`src/rtl/ebus_pkg.sv`:
```
// Shared EBUS definitions: sequencer states, bus field widths and
// EBUS function codes used by the arbiter and its requesters.
package ebus_pkg;

    localparam int EBUS_CS_W   = 7;
    localparam int EBUS_FCN_W  = 3;
    localparam int EBUS_DATA_W = 36;

    typedef enum logic [2:0] {
        IDLE,
        SETUP,
        DEMAND,
        RELEASE,
        DONE
    } ebus_state_e;

    localparam logic [EBUS_FCN_W-1:0] CONO   = 3'o0;
    localparam logic [EBUS_FCN_W-1:0] CONI   = 3'o1;
    localparam logic [EBUS_FCN_W-1:0] DATAO  = 3'o2;
    localparam logic [EBUS_FCN_W-1:0] DATAI  = 3'o3;
    localparam logic [EBUS_FCN_W-1:0] PI_FCN = 3'o4;

endpackage

```
`src/rtl/rr_arbiter.sv`:
```
// Combinational round-robin pick: search starts one past last_i.
// Ports: req_i (requests), last_i (previous owner), win_o (one-hot), idx_o.
module rr_arbiter #(
    parameter int N_REQ = 4,
    parameter int IW    = 2
) (
    input  logic [N_REQ-1:0] req_i,
    input  logic [IW-1:0]    last_i,
    output logic [N_REQ-1:0] win_o,
    output logic [IW-1:0]    idx_o
);

    always_comb begin
        logic [IW:0] j;
        logic        found;
        win_o = '0;
        idx_o = '0;
        found = 1'b0;
        j     = '0;
        for (int i = 1; i <= N_REQ; i++) begin
            // wrap last_i + i back into 0..N_REQ-1
            j = {1'b0, last_i} + (IW+1)'(i);
            if (j >= (IW+1)'(N_REQ)) begin
                j = j - (IW+1)'(N_REQ);
            end
            if (!found && req_i[j[IW-1:0]]) begin
                found            = 1'b1;
                win_o[j[IW-1:0]] = 1'b1;
                idx_o            = j[IW-1:0];
            end
        end
    end

endmodule

```
`src/rtl/ebus_arb.sv`:
```
// EBUS arbiter and cycle sequencer: grants the bus round-robin and runs
// the CS/function/DEMAND/XFER handshake for the owner.
// Ports: clk, CROBAR (sync reset); req*/grant/done/err/rdData requester
// side; ebus* device side. Option macro: EBUS_ARB_TIMEOUT_EN (XFER watchdog).
module ebus_arb
    import ebus_pkg::*;
#(
    parameter int N_REQ   = 4,
    parameter int TIMEOUT = 255
) (
    input  logic                                    clk,
    input  logic                                    CROBAR,
    input  logic [N_REQ-1:0]                        req,
    input  logic [N_REQ-1:0][EBUS_CS_W-1:0]         reqCS,
    input  logic [N_REQ-1:0][EBUS_FCN_W-1:0]        reqFcn,
    input  logic [N_REQ-1:0]                        reqWrite,
    input  logic [N_REQ-1:0][EBUS_DATA_W-1:0]       reqData,
    output logic [N_REQ-1:0]                        grant,
    output logic [N_REQ-1:0]                        done,
    output logic                                    err,
    output logic [EBUS_DATA_W-1:0]                  rdData,
    output logic [EBUS_CS_W-1:0]                    ebusCS,
    output logic [EBUS_FCN_W-1:0]                   ebusFcn,
    output logic                                    ebusDemand,
    output logic                                    ebusDrive,
    output logic [EBUS_DATA_W-1:0]                  ebusDataOut,
    input  logic                                    ebusXfer,
    input  logic [EBUS_DATA_W-1:0]                  ebusDataIn
);

    localparam int IW = (N_REQ > 1) ? $clog2(N_REQ) : 1;

    ebus_state_e              state_q;
    logic [IW-1:0]            owner_q;
    logic [IW-1:0]            last_q;
    logic [N_REQ-1:0]         grant_q;
    logic [N_REQ-1:0]         done_q;
    logic                     err_q;
    logic [EBUS_DATA_W-1:0]   rd_q;
    logic [EBUS_CS_W-1:0]     cs_q;
    logic [EBUS_FCN_W-1:0]    fcn_q;
    logic                     dem_q;
    logic                     drv_q;
    logic [EBUS_DATA_W-1:0]   dout_q;

    logic [N_REQ-1:0]         winHot;
    logic [IW-1:0]            winIdx;
    logic                     tmo;
    logic                     goDone;
    logic                     goErr;

    rr_arbiter #(
        .N_REQ (N_REQ),
        .IW    (IW)
    ) u_rr (
        .req_i  (req),
        .last_i (last_q),
        .win_o  (winHot),
        .idx_o  (winIdx)
    );

`ifdef EBUS_ARB_TIMEOUT_EN
    localparam int CW = $clog2(TIMEOUT + 1);
    logic [CW-1:0] cnt_q;

    // cleared on entry to DEMAND and RELEASE, counts while waiting
    always_ff @(posedge clk) begin
        if (CROBAR) begin
            cnt_q <= '0;
        end else if (state_q == SETUP ||
                     (state_q == DEMAND && ebusXfer)) begin
            cnt_q <= '0;
        end else if (state_q == DEMAND || state_q == RELEASE) begin
            cnt_q <= cnt_q + CW'(1);
        end
    end

    assign tmo = (cnt_q == CW'(TIMEOUT));
`else
    // without the watchdog the handshake waits forever
    assign tmo = (TIMEOUT < 0);
`endif

    assign goDone = (state_q == DEMAND && !ebusXfer && tmo) ||
                    (state_q == RELEASE && (!ebusXfer || tmo));
    // a RELEASE that ends with XFER still high is a timeout
    assign goErr  = (state_q == DEMAND) || ebusXfer;

    always_ff @(posedge clk) begin
        if (CROBAR) begin
            state_q <= IDLE;
            owner_q <= '0;
            last_q  <= IW'(N_REQ - 1);
            grant_q <= '0;
            done_q  <= '0;
            err_q   <= 1'b0;
            rd_q    <= '0;
            cs_q    <= '0;
            fcn_q   <= '0;
            dem_q   <= 1'b0;
            drv_q   <= 1'b0;
            dout_q  <= '0;
        end else begin
            done_q <= '0;
            err_q  <= 1'b0;
            if (goDone) begin
                state_q <= DONE;
                done_q  <= grant_q;
                err_q   <= goErr;
                last_q  <= owner_q;
                dem_q   <= 1'b0;
                cs_q    <= '0;
                fcn_q   <= '0;
                drv_q   <= 1'b0;
                dout_q  <= '0;
            end else begin
                unique case (state_q)
                    IDLE: begin
                        if (|req) begin
                            owner_q <= winIdx;
                            grant_q <= winHot;
                            cs_q    <= reqCS[winIdx];
                            fcn_q   <= reqFcn[winIdx];
                            drv_q   <= reqWrite[winIdx];
                            dout_q  <= reqData[winIdx];
                            state_q <= SETUP;
                        end
                    end
                    SETUP: begin
                        dem_q   <= 1'b1;
                        state_q <= DEMAND;
                    end
                    DEMAND: begin
                        if (ebusXfer) begin
                            dem_q   <= 1'b0;
                            state_q <= RELEASE;
                            if (!drv_q) begin
                                rd_q <= ebusDataIn;
                            end
                        end
                    end
                    RELEASE: begin
                    end
                    DONE: begin
                        grant_q <= '0;
                        state_q <= IDLE;
                    end
                    default: state_q <= IDLE;
                endcase
            end
        end
    end

    assign grant       = grant_q;
    assign done        = done_q;
    assign err         = err_q;
    assign rdData      = rd_q;
    assign ebusCS      = cs_q;
    assign ebusFcn     = fcn_q;
    assign ebusDemand  = dem_q;
    assign ebusDrive   = drv_q;
    assign ebusDataOut = dout_q;

endmodule

```
`config.mk`:
```
export PLATFORM = sky130hd
export DESIGN_NAME = ebus_arb
export DESIGN_NICKNAME = d
export VERILOG_FILES = /design/src/rtl/ebus_pkg.sv /design/src/rtl/rr_arbiter.sv /design/src/rtl/ebus_arb.sv
export SDC_FILE = /design/constraint.sdc
export NUM_CORES = 1
export LEC_CHECK = 0
export CELL_PAD_IN_SITES_DETAIL_PLACEMENT = 1
export CELL_PAD_IN_SITES_GLOBAL_PLACEMENT = 1
export CORE_ASPECT_RATIO = 1.1
export CORE_MARGIN = 1.5
export CORE_UTILIZATION = 28
export CTS_BUF_LIST = sky130_fd_sc_hd__clkbuf_4 sky130_fd_sc_hd__clkbuf_8
export DETAILED_ROUTE_END_ITERATION = 12
export PLACE_DENSITY_LB_ADDON = 0.25
export SLEW_MARGIN = 40
export SYNTH_ARGS = -nofsm -noshare
export SYNTH_HDL_FRONTEND = slang
export SYNTH_HIERARCHICAL = 1
export SYNTH_SLANG_ARGS = --single-unit
```
`constraint.sdc`:
```
create_clock -name clk -period 3.4 [get_ports clk]
set_clock_uncertainty 0.2 [all_clocks]
set_input_delay 0.68 -clock clk [delete_from_list [all_inputs] [get_ports clk]]
set_output_delay 0.68 -clock clk [all_outputs]
set_load 0.02 [all_outputs]
```
==> metrics.md <==
| Metric | Value |
|---|---|
| Status | `completed` |
| Root Buffer | `clkbuf_8` |
| Reg clk slew, reported paths | `around 0.1 ns` |
| Worst r2r src | `last_q[0]$_SDFFE_PP1P_` |
| Syn Nets | `just over 800` |
| Final hold slack | `0.284 ns` |
| Simple-gate share of the synthesized area | `between 10 and 15%` |
| Core Util, Final | `46.9%` |
| Final setup margin | `approximately 0.44 ns` |
| Port Buffers | `323` |
| Crit. Startpoint | `last_q[0]$_SDFFE_PP1P_` |
| CTS Hold Bufs | `0` |
| Vias per cell | `5.28` |
| Combinational share of power | `a little over a third` |
| P_sw | `around 1.1 mW` |
| Synth Area in Compound Gates | `between 20 and 25%` |
| Slew Viols, Final | `0` |
| Die Span X | `between 100 and 150 um` |
| Clock insertion delay at the later pin of the skew report | `between 0.3 and 0.4 ns` |
| Core ar. | `between 0.015 and 0.02 mm2` |
| Clock Path Buffers | `2` |
| Drt wl/cell | `about 20 um` |
| Max Clk Rate | `0.338 GHz` |
| Initial antenna violation count | `0` |
| Max Cap Viol | `0` |
| Rows | `54` |
| GR Overflow Total | `0` |
| Slowest CP cell | `mux4_2` |
| Postcts setup bufs | `0` |
| Worst setup endpoint | `ebusDataOut[22]$_SDFFE_PP0P_` |
| Final hold violation count | `0` |
| H-tree levels | `3` |
| Post-DP HPWL | `16.9 mm` |
| Cts bufs inserted | `9` |
| Ant diodes | `0` |
| Type of the worst setup path | `flip-flop to flip-flop` |
| Slew Limit Headroom | `between 50% and 60%` |
| Final period util | `a little under 90%` |
| Startpoint Class | `flip-flop` |
| Largest net degree at the start of global routing | `about 80` |
| Cells on worst reg2reg path | `10` |
| Cell Pwr Density | `between 400 and 500 mW/mm2` |
| Vias | `about 6000` |
| Multiplexer share of the synthesized area | `between 10% and 20%` |
| Synth top area cells | `dfxtp_1, mux4_2, o21ai_0` |
| Post-DRT Antenna Nets | `0` |
| Top-area cell type share of the netlist area | `around a third` |
| Initial Util | `between 20% and 30%` |
| Critical Path Fanout Max | `20` |
| Required time of the worst setup path | `roughly 3.5 ns` |
| Critical path cell sequence | `inv_1, ha_1, buf_4, a22oi_1, o211ai_1, a21oi_4, buf_12, mux4_2, nand3_1, a21oi_1` |
| Top Ports | `between 300 and 400` |
| Synth warn | `6` |
| Unrepaired setup endpoints after global routing | `false` |
| Finish-stage setup viols | `0` |
| First-pass GRT wire length | `roughly 35 mm` |
| Area Overhead vs Synth | `64.0%` |
| Mean post-synth cell area | `approximately 9.9 um2` |
| Clk sink count | `100` |
| Sequential share of power | `between 30 and 40%` |
| Switch share | `between 30% and 40%` |
| Cell taking the most area after synthesis | `dfxtp_1` |
| Leakage | `3.17 nW` |
| Register area | `0.00201 mm2` |
| Main synth FF type | `dfxtp_1` |
| Cell area after synthesis | `approximately 0.0057 mm2` |
| CTS tree | `done` |
| Distinct cells, synth | `50` |
| Share of synthesized registers carrying an async set or reset | `0%` |
| Area of the multi-input gates | `about 0.0033 mm2` |
| Worst slack at placement | `roughly 0.11 ns` |
| Post-synthesis sequential area ratio | `around a third` |
| Tightest Pin Transition | `about 0.65 ns` |
| DRC viols | `0` |
| Layout cells sized above 1 | `12.1%` |
| Flops & latches, synth | `100` |
| Fillers | `between 2000 and 2500` |
| Synthesized-area fraction occupied by adder cells | `~1.8%` |
| Number of DRC markers in iteration 0 | `229` |
| Nets | `approximately 1100` |
| Max incr delay on CP | `between 0.5 and 0.6 ns` |
| GRT Total Usage | `21.1%` |
| Tmin final | `around 3.0 ns` |
| Number of global-route vias before repair | `around 6300` |
| Largest family of logic cells by synthesized area | `compound AO/OA/AOI/OAI gates` |
| Die footprint | `~0.021 mm2` |
| WL final | `around 23 mm` |
| Hold WC Path Type | `flip-flop to flip-flop` |
| Clock share of power | `around 27%` |
| Routability cong. | `about 0.84` |
| Worst reg2reg setup slack | `~0.44 ns` |
| Setup TNS | `0 ns` |
| CP endpoint kind | `flip-flop` |
| DP Area | `0.00905 mm2` |
| Post-route cell area | `~0.0093 mm2` |
| Worst r2r dst | `ebusDataOut[22]$_SDFFE_PP0P_` |
| Worst VDD drop | `between 200 and 250 uV` |
| Xor/xnor cell area share of the yosys netlist | `0.154%` |
| EDFF count, synth | `0` |
| First-pass DRT Iterations | `6` |
| Post_cts resized | `0` |
| Mapped Cells | `roughly 580` |
| Die Ht | `around 150 um` |
| Internal power | `~2.6 mW` |
| Arrival time worst endpoint | `around 3 ns` |
## registers in the layout, indices dropped and copies added, names as in the netlist
| name | flops |
|---|---|
| ebusFcn | 3 |
| err | 1 |
| grant | 4 |
| rdData | 36 |
| last_q | 2 |
| owner_q | 2 |
| ebusDrive | 1 |
| ebusDataOut | 36 |
| ebusCS | 7 |
| done | 4 |
| state_q | 3 |
| ebusDemand | 1 |
## layout make-up
type	instances	area share [%]
clock buffers	9	1.33
well taps	252	3.39
inverters	4	0.161
repair buffers	345	37.0
clock inverters	6	1.47
flip-flops and latches	100	21.5
multi-input cells	405	35.1
## worst max-delay path, delay by kind of cell (launching register included)
family                     cells  cell delay [ns]
muxes                          1             0.52
adders and majority gates      1             0.42
and+or+nand+nor                1             0.10
buffers and inverters          3             0.54
AOI/OAI and AO/OA              4             0.70
DFF                            1             0.35
## power by group through the flow
| stage | registers [mW] | logic [mW] | clock network (mW) |
|---|---|---|---|
| 2_1_floorplan | 1.49 | 0.621 | 0 |
| 3_3_place_gp | 1.40 | 1.31 | 0 |
| 3_5_place_dp | 1.41 | 1.34 | 0 |
| 4_1_cts | 1.38 | 1.35 | 1.05 |
| 5_1_grt | 1.40 | 1.43 | 1.08 |
| 6_report | 1.38 | 1.33 | 1.01 |
## metrics by stage
| stage | instances | power (mW) |
|---|---|---|
| floorplan | 576 | 2.11 |
| global placement | 1106 | 2.70 |
| detailed placement | 1106 | 2.75 |
| CTS | 1121 | 3.78 |
| global route | 1121 | 3.91 |
| finish | 1121 | 3.73 |
## worst min-delay path by stage
stage,from,to,slack [ns],cells after the start
after floorplan,owner_q[0]$_SDFFE_PP0P_,last_q[0]$_SDFFE_PP1P_,0.23,1
after global placement,owner_q[0]$_SDFFE_PP0P_,last_q[0]$_SDFFE_PP1P_,0.25,1
after detailed placement,owner_q[0]$_SDFFE_PP0P_,last_q[0]$_SDFFE_PP1P_,0.26,1
after CTS,rdData[5]$_SDFFE_PP0P_,rdData[5]$_SDFFE_PP0P_,0.28,2
after global routing,rdData[23]$_SDFFE_PP0P_,rdData[23]$_SDFFE_PP0P_,0.31,2
final,rdData[5]$_SDFFE_PP0P_,rdData[5]$_SDFFE_PP0P_,0.28,2
## metal layers
layer,up-vias,part of all wire (%),global-route usage (%)
met1,2910,38,23.5
met5,-,0,0
li1,2750,-,-
met2,215,53,39.7
met4,0,3.3,8.48
met3,40,4.8,3.36
## kinds of logic (layout without fill, tap and decap cells)
logic type      Yosys count  after routing
fa+ha+maj                 8              8
compound gates          207            207
xor+xnor                  1              1
simple gates            137            137
flops                   100            100
buf+inv                  71            364
other cells               1              1
mux                      51             51
## layout by cell type (no fill, tap or decap), types with 6 or more instances in the layout
| master | instances |
|---|---|
| ha_1 | 8 |
| nand3_1 | 52 |
| o21ai_1 | 8 |
| clkbuf_8 | 9 |
| mux4_2 | 49 |
| buf_4 | 18 |
| clkdlybuf4s50_1 | 323 |
| a21oi_1 | 86 |
| o21ai_0 | 88 |
| nor2b_1 | 6 |
| nand2_1 | 15 |
| nor2_1 | 6 |
| dfxtp_1 | 99 |
| nand3b_1 | 38 |
## synthesized netlist by cell type (3+ instances only)
cell	instances
ha_1	8
and3_1	5
buf_4	10
nor2_1	6
o21ai_0	88
nand3b_1	38
clkbuf_1	26
nand2_1	15
buf_6	15
nor2b_1	6
nor3_1	3
inv_1	4
buf_2	7
a221oi_1	4
nand3_1	52
clkbuf_2	5
a22oi_1	3
a221o_2	4
o21ai_1	8
dfxtp_1	100
a21oi_1	87
mux4_2	49
No activity file was read; power rests on OpenSTA's default activity.
